===== src/rtl/avalon_mem_master_if.sv =====
// Avalon-MM data-memory bus between the CPU load/store master and RAM / mapped slaves.
// The master drives the command side; the slave returns readdata and waitrequest.

interface avalon_mem_master_if;
   logic [31:0] address;
   logic        read;
   logic        write;
   logic [31:0] writedata;
   logic [3:0]  byteenable;
   logic [31:0] readdata;
   logic        waitrequest;

   modport master (
      output address, read, write, writedata, byteenable,
      input  readdata, waitrequest
   );

   modport slave (
      input  address, read, write, writedata, byteenable,
      output readdata, waitrequest
   );
endinterface


===== src/rtl/avalon_mem_master.sv =====
// Turns one CPU load/store into a single Avalon read or write with byte lanes,
// waitrequest handling, stall timeout and sign/zero-extended load return.

module avalon_mem_master #(
   parameter int unsigned READ_LATENCY = 1,
   parameter int unsigned TIMEOUT      = 255
) (
   input  logic                       clk,
   input  logic                       reset_n,
   input  logic                       cpu_req,
   input  logic                       cpu_we,
   input  logic [1:0]                 cpu_size,
   input  logic                       cpu_signed,
   input  logic [31:0]                cpu_addr,
   input  logic [31:0]                cpu_wdata,
   output logic                       cpu_busy,
   output logic                       cpu_done,
   output logic                       cpu_err,
   output logic [31:0]                cpu_rdata,
   avalon_mem_master_if.master        bus
);

   localparam logic [2:0] StIdle   = 3'd0;
   localparam logic [2:0] StReq    = 3'd1;
   localparam logic [2:0] StRdWait = 3'd2;
   localparam logic [2:0] StDone   = 3'd3;
   localparam logic [2:0] StErr    = 3'd4;

   localparam int unsigned ToW  = (TIMEOUT > 1) ? $clog2(TIMEOUT + 1) : 1;
   localparam int unsigned LatW = (READ_LATENCY > 1) ? $clog2(READ_LATENCY) : 1;
   localparam logic [ToW-1:0]  ToLast  = ToW'(TIMEOUT - 1);
   localparam logic [LatW-1:0] LatLast = LatW'(READ_LATENCY - 1);

   logic [2:0]      state_q, state_d;
   logic            we_q, we_d;
   logic [1:0]      size_q, size_d;
   logic            sgn_q, sgn_d;
   logic [1:0]      lane_q, lane_d;
   logic [ToW-1:0]  to_cnt_q, to_cnt_d;
   logic [LatW-1:0] lat_q, lat_d;
   logic [31:0]     address_q, address_d;
   logic            read_q, read_d;
   logic            write_q, write_d;
   logic [31:0]     wdata_q, wdata_d;
   logic [3:0]      be_q, be_d;
   logic            done_q, done_d;
   logic            err_q, err_d;
   logic [31:0]     rdata_q, rdata_d;

   logic            misaligned;
   logic [3:0]      be_acc;
   logic [31:0]     wd_acc;
   logic [31:0]     rd_shift;
   logic [31:0]     load_ext;

   // Lane decode of the incoming request; data is masked to its size before shifting.
   always_comb begin
      misaligned = 1'b0;
      be_acc     = 4'b1111;
      wd_acc     = cpu_wdata;
      unique case (cpu_size)
         2'b00: begin
            be_acc = 4'b0001 << cpu_addr[1:0];
            wd_acc = {24'd0, cpu_wdata[7:0]} << {cpu_addr[1:0], 3'b000};
         end
         2'b01: begin
            misaligned = cpu_addr[0];
            be_acc     = 4'b0011 << cpu_addr[1:0];
            wd_acc     = {16'd0, cpu_wdata[15:0]} << {cpu_addr[1:0], 3'b000};
         end
         2'b10: misaligned = |cpu_addr[1:0];
         default: misaligned = 1'b1;
      endcase
   end

   assign rd_shift = bus.readdata >> {lane_q, 3'b000};

   always_comb begin
      unique case (size_q)
         2'b00:   load_ext = {{24{sgn_q & rd_shift[7]}}, rd_shift[7:0]};
         2'b01:   load_ext = {{16{sgn_q & rd_shift[15]}}, rd_shift[15:0]};
         default: load_ext = rd_shift;
      endcase
   end

   always_comb begin
      state_d   = state_q;
      we_d      = we_q;
      size_d    = size_q;
      sgn_d     = sgn_q;
      lane_d    = lane_q;
      to_cnt_d  = to_cnt_q;
      lat_d     = lat_q;
      address_d = address_q;
      read_d    = read_q;
      write_d   = write_q;
      wdata_d   = wdata_q;
      be_d      = be_q;
      rdata_d   = rdata_q;
      done_d    = 1'b0;
      err_d     = 1'b0;
      unique case (state_q)
         StIdle: begin
            if (cpu_req) begin
               we_d     = cpu_we;
               size_d   = cpu_size;
               sgn_d    = cpu_signed;
               lane_d   = cpu_addr[1:0];
               to_cnt_d = '0;
               lat_d    = '0;
               if (misaligned) begin
                  state_d = StErr;
                  done_d  = 1'b1;
                  err_d   = 1'b1;
               end else begin
                  state_d   = StReq;
                  address_d = {cpu_addr[31:2], 2'b00};
                  be_d      = be_acc;
                  wdata_d   = cpu_we ? wd_acc : 32'd0;
                  read_d    = ~cpu_we;
                  write_d   = cpu_we;
               end
            end
         end
         StReq: begin
            if (!bus.waitrequest) begin
               read_d  = 1'b0;
               write_d = 1'b0;
               if (we_q) begin
                  state_d = StDone;
                  done_d  = 1'b1;
               end else begin
                  state_d = StRdWait;
               end
            end else if (TIMEOUT != 0 && to_cnt_q == ToLast) begin
               // Slave never released the bus: abandon without touching cpu_rdata.
               read_d  = 1'b0;
               write_d = 1'b0;
               state_d = StDone;
               done_d  = 1'b1;
               err_d   = 1'b1;
            end else begin
               to_cnt_d = to_cnt_q + 1'b1;
            end
         end
         StRdWait: begin
            if (lat_q == LatLast) begin
               rdata_d = load_ext;
               state_d = StDone;
               done_d  = 1'b1;
            end else begin
               lat_d = lat_q + 1'b1;
            end
         end
         StDone, StErr: state_d = StIdle;
         default:       state_d = StIdle;
      endcase
   end

   always_ff @(posedge clk) begin
      if (!reset_n) begin
         state_q   <= StIdle;
         we_q      <= 1'b0;
         size_q    <= 2'b00;
         sgn_q     <= 1'b0;
         lane_q    <= 2'b00;
         to_cnt_q  <= '0;
         lat_q     <= '0;
         address_q <= 32'd0;
         read_q    <= 1'b0;
         write_q   <= 1'b0;
         wdata_q   <= 32'd0;
         be_q      <= 4'd0;
         done_q    <= 1'b0;
         err_q     <= 1'b0;
         rdata_q   <= 32'd0;
      end else begin
         state_q   <= state_d;
         we_q      <= we_d;
         size_q    <= size_d;
         sgn_q     <= sgn_d;
         lane_q    <= lane_d;
         to_cnt_q  <= to_cnt_d;
         lat_q     <= lat_d;
         address_q <= address_d;
         read_q    <= read_d;
         write_q   <= write_d;
         wdata_q   <= wdata_d;
         be_q      <= be_d;
         done_q    <= done_d;
         err_q     <= err_d;
         rdata_q   <= rdata_d;
      end
   end

   assign bus.address    = address_q;
   assign bus.read       = read_q;
   assign bus.write      = write_q;
   assign bus.writedata  = wdata_q;
   assign bus.byteenable = be_q;

   assign cpu_busy  = (state_q != StIdle);
   assign cpu_done  = done_q;
   assign cpu_err   = err_q;
   assign cpu_rdata = rdata_q;

endmodule


===== src/flat_wrapper.sv =====
// flat-port wrapper written by rule: the top's interface ports become plain ports
module avalon_mem_master_flat 
#(
   parameter int unsigned READ_LATENCY = 1,
   parameter int unsigned TIMEOUT      = 255
)
  (clk, reset_n, cpu_req, cpu_we, cpu_size, cpu_signed, cpu_addr, cpu_wdata, cpu_busy, cpu_done, cpu_err, cpu_rdata, bus_address, bus_read, bus_write, bus_writedata, bus_byteenable, bus_readdata, bus_waitrequest);
  avalon_mem_master_if bus_i ();
  input  logic clk;
  input  logic reset_n;
  input  logic cpu_req;
  input  logic cpu_we;
  input  logic [1:0] cpu_size;
  input  logic cpu_signed;
  input  logic [31:0] cpu_addr;
  input  logic [31:0] cpu_wdata;
  output logic cpu_busy;
  output logic cpu_done;
  output logic cpu_err;
  output logic [31:0] cpu_rdata;
  output wire logic [$bits(bus_i.address)-1:0] bus_address;
  output wire logic [$bits(bus_i.read)-1:0] bus_read;
  output wire logic [$bits(bus_i.write)-1:0] bus_write;
  output wire logic [$bits(bus_i.writedata)-1:0] bus_writedata;
  output wire logic [$bits(bus_i.byteenable)-1:0] bus_byteenable;
  input wire logic [$bits(bus_i.readdata)-1:0] bus_readdata;
  input wire logic [$bits(bus_i.waitrequest)-1:0] bus_waitrequest;
  assign bus_address = bus_i.address;
  assign bus_read = bus_i.read;
  assign bus_write = bus_i.write;
  assign bus_writedata = bus_i.writedata;
  assign bus_byteenable = bus_i.byteenable;
  assign bus_i.readdata = bus_readdata;
  assign bus_i.waitrequest = bus_waitrequest;
  avalon_mem_master #(.READ_LATENCY(READ_LATENCY), .TIMEOUT(TIMEOUT)) u_core (.clk(clk), .reset_n(reset_n), .cpu_req(cpu_req), .cpu_we(cpu_we), .cpu_size(cpu_size), .cpu_signed(cpu_signed), .cpu_addr(cpu_addr), .cpu_wdata(cpu_wdata), .cpu_busy(cpu_busy), .cpu_done(cpu_done), .cpu_err(cpu_err), .cpu_rdata(cpu_rdata), .bus(bus_i));
endmodule

===== config.mk =====
export PLATFORM = sky130hd
export DESIGN_NAME = avalon_mem_master_flat
export DESIGN_NICKNAME = d
export VERILOG_FILES = /design/src/rtl/avalon_mem_master_if.sv /design/src/rtl/avalon_mem_master.sv /design/src/flat_wrapper.sv
export SDC_FILE = /design/constraint.sdc
export NUM_CORES = 1
export LEC_CHECK = 0
export ABC_AREA = 1
export CORE_ASPECT_RATIO = 2
export CORE_MARGIN = 2
export CORE_UTILIZATION = 45
export DETAILED_ROUTE_END_ITERATION = 6
export DONT_BUFFER_PORTS = 1
export SLEW_MARGIN = 20
export SYNTH_ARGS = -nofsm -noshare
export SYNTH_HDL_FRONTEND = slang
export SYNTH_SLANG_ARGS = --single-unit

===== constraint.sdc =====
create_clock -name clk -period 1.45 [get_ports clk]
set_clock_uncertainty 0.1 [all_clocks]
set_input_delay 0.29 -clock clk [delete_from_list [all_inputs] [get_ports clk]]
set_output_delay 0.29 -clock clk [all_outputs]
set_load 0.05 [all_outputs]

==> summary.md <==
| Metric | Value |
|---|---|
| Cell-internal power | 8000 µW |
| Pwr dens | 1290 nW/µm² |
| Pleak | 0.00423 µW |
| CTS tree | built |
| Maximum clock path buffer count | 2 |
| YS warnings | 0 |
| Nets | 1191 |
| Gpl congestion | 0.949 |
| ANT cells | 0 |
| Die Height | 165 µm |
| Final Cycle Share | 118% |
| Via count | 6938 |
| Hold Path Class | primary input to flip-flop |
| Final wirelength | 24000 µm |
| Sequential element share of the synthesized area | 40.8% |
| Root buf cell | clkbuf_16 |
| Most frequent cells in the layout | nand2_1 (283), buf_4 (105), dfxtp_1 (69) |
| First-pass GRT wire length | 34300 µm |
| Clock sink total | 119 |
| Fmax | 0.586 GHz |
| Yosys cell types | 34 |
| Avg Cell Area, Syn | 6.50 µm² |
| Slew Limit Fails | 0 |
| Commonest non-fill, non-tap cell in the layout | nand2_1 |
| Total grt overflow | 0 |
| Worst R2R Setup Slack | -0.26 ns |
| Boundary Pins | 209 |
| P&R area growth vs syn | 63.2% |
| Initial Util | 46.3% |
| CTS buffer count | 17 |
| Final-report hold violation count | 0 |
| Pin count of the biggest net entering global routing | 51 |
| Psw | 4270 µW |
| DR WL/cell | 19.3 µm |
| Final worst slack | -0.256 ns |
| Violated checks | negative setup slack |
| Gr usage total | 31.4% |
| Number of global-route vias before repair | 6907 |
| Crit start category | flip-flop |
| CP max FO | 6 |
| Actual slew at the worst max-slew pin | 0.615 ns |
| Post-route minimum period | 1.71 ns |
| Initial DRC Count | 393 |
| Placement Rows | 58 |
| Gate Count Post-Synth | 899 |
| Min Hold Slack | 0.0106 ns |
| #FFs+latches synth | 119 |
| H-tree levels | 4 |
| CP Class | flip-flop to flip-flop |
| Max-slew headroom | 58.9% |
| Post-Syn Area | 5840 µm² |
| CP required | 1.68 ns |
| Reg clk slew, reported paths | 0.06 ns |
| DRC errors left | 0 |
| First drt pass iteration count | 5 |
| Clock Latency Late Sink | 0.41 ns |
| Crit end category | flip-flop |
| CORE AREA | 12600 µm² |
| Logic pwr share | 30.8% |
| Initial antenna violation count | 0 |
| Final TNS setup | -14.71 ns |
| Via/cell ratio | 5.56 |
| Die area | 14000 µm² |
| Register share of total power | 32.4% |
| Port Buf Inserts | 0 |
| Arr. time, crit path | 1.94 ns |
| Final setup vio count | 116 |
| Status | finished with violations |
| RSZ-0062 raised after global routing | yes |
| Clock power share | 36.7% |
| Fraction of layout cells with a size suffix above 1 | 37.6% |
| Die Span X | 84.6 µm |
| Switching Share | 34.8% |
| Hpwl dp | 13900 µm |
| Max-cap violations | 0 |
| Worst ir drop on vdd | 1.02 mV |
| Routed Antenna Nets | 0 |
synthesized netlist by cell type:
library cell  count  share of area [%]
nand2_1         322                 21
dfxtp_1         119                 41
nand2_2           3               0.32
nor3_1            1              0.086
buf_4             9                1.2
buf_1             1              0.064
or2_2             1               0.11
nand3_4           1               0.30
o21bai_1          1               0.13
a21oi_1         108                9.2
a211oi_1          1               0.13
xnor2_1           1               0.15
inv_1            50                3.2
clkbuf_1         24                1.5
o21ai_1          29                2.5
conb_1            1              0.064
inv_2             8               0.51
buf_2             8               0.69
nand3b_2          1               0.19
nor2_1           79                5.1
o21ai_0          50                4.3
a31oi_1           1               0.11
nand2_4           1               0.19
ha_1              2               0.43
nor2_4            2               0.39
clkinv_2          2               0.17
a22oi_1           1               0.13
xor2_1            2               0.30
buf_6             8                1.5
nor2_2            6               0.64
nand3_2           2               0.34
nand3_1          50                4.3
nand4_1           1               0.11
clkinv_1          3               0.19
power by group through the flow:
stage	Clock [µW]	Sequential (µW)	Combinational, µW
6_report	4510	3980	3790
3_5_place_dp	0	4000	2480
5_1_grt	4680	4000	4010
4_1_cts	4570	3950	3230
3_3_place_gp	0	3990	2440
2_1_floorplan	0	4430	1240
stage by stage:
stage / std cells / cell area [µm²] / util, % / power (µW) / worst slack [ns]
finish: 1247 / 9540 / 75.5 / 12300 / -0.256
global placement: 1120 / 6760 / 53.6 / 6430 / -0.100
CTS: 1235 / 8740 / 69.3 / 11700 / -0.158
floorplan: 900 / 5870 / - / 5670 / 0.00817
global route: 1247 / 9540 / 75.5 / 12700 / -0.306
detailed placement: 1120 / 6760 / 53.6 / 6480 / -0.134
layer usage:
layer | global-route usage (%) | part of all wire (%) | vias to the layer above
li1 | - | - | 3261
met1 | 28.8 | 32 | 3221
met2 | 58.9 | 54 | 356
met3 | 8.40 | 6.7 | 100
met4 | 21.6 | 6.7 | 0
met5 | 0 | 0 | -
timing repair:
item | in CTS | in global routing
buffers inserted | 22 | 5
hold endpoints to repair | 77 | 26
resized for setup | 136 | 189
pin swaps | 21 | 46
endpoints found under the setup margin | 126 | 116
hold buffers | 49 | 5
cloned | 14 | 6
sequential cells by signal, indices dropped and copies added (netlist names), 2 cells and up:
register	count
u_core.to_cnt_q	8
u_core.bus.byteenable	4
u_core.size_q	2
u_core.cpu_rdata	32
u_core.state_q	3
u_core.bus.writedata	32
u_core.lane_q	2
u_core.bus.address	30
final cells by class:
| type | instances | area, µm² |
|---|---|---|
| Fill cell | 891 | 3090 |
| Inverter | 63 | 269 |
| Clock inverter | 14 | 201 |
| Timing Repair Buffer | 214 | 2320 |
| Tap cell | 150 | 188 |
| Multi-Input combinational cell | 670 | 3680 |
| Sequential cell | 119 | 2450 |
| Clock buffer | 17 | 425 |
worst paths after layout:
path	startpoint	to	cells past startpoint
setup / recovery	u_core.state_q[0]	u_core.bus.address[8]	10
setup reg to reg	u_core.state_q[0]	u_core.bus.address[8]	10
hold reg to reg	u_core.bus.writedata[20]	u_core.bus.writedata[20]	2
hold / removal	cpu_size[1]	u_core.bus.writedata[18]	4
cells by family (layout without fill, tap and decap cells):
logic type / Yosys count / count (layout) / synth area share (%)
simple gates: 470 / 472 / 32.7
other cells: 1 / 2 / 0.0642
buf+inv: 113 / 308 / 9.08
flops: 119 / 119 / 40.8
xor+xnor: 3 / 3 / 0.450
fa+ha+maj: 2 / 2 / 0.428
compound gates: 191 / 191 / 16.5
critical path, stage by stage (launching register included):
cell     delay [ns]
dfxtp_4        0.36
nor2_4         0.16
nand2_4        0.07
buf_6          0.12
inv_8          0.05
nand3_4        0.14
inv_8          0.11
buf_12         0.14
buf_16         0.14
nand2_4        0.05
a21oi_1        0.16
Power figures use the tool's default switching activity.
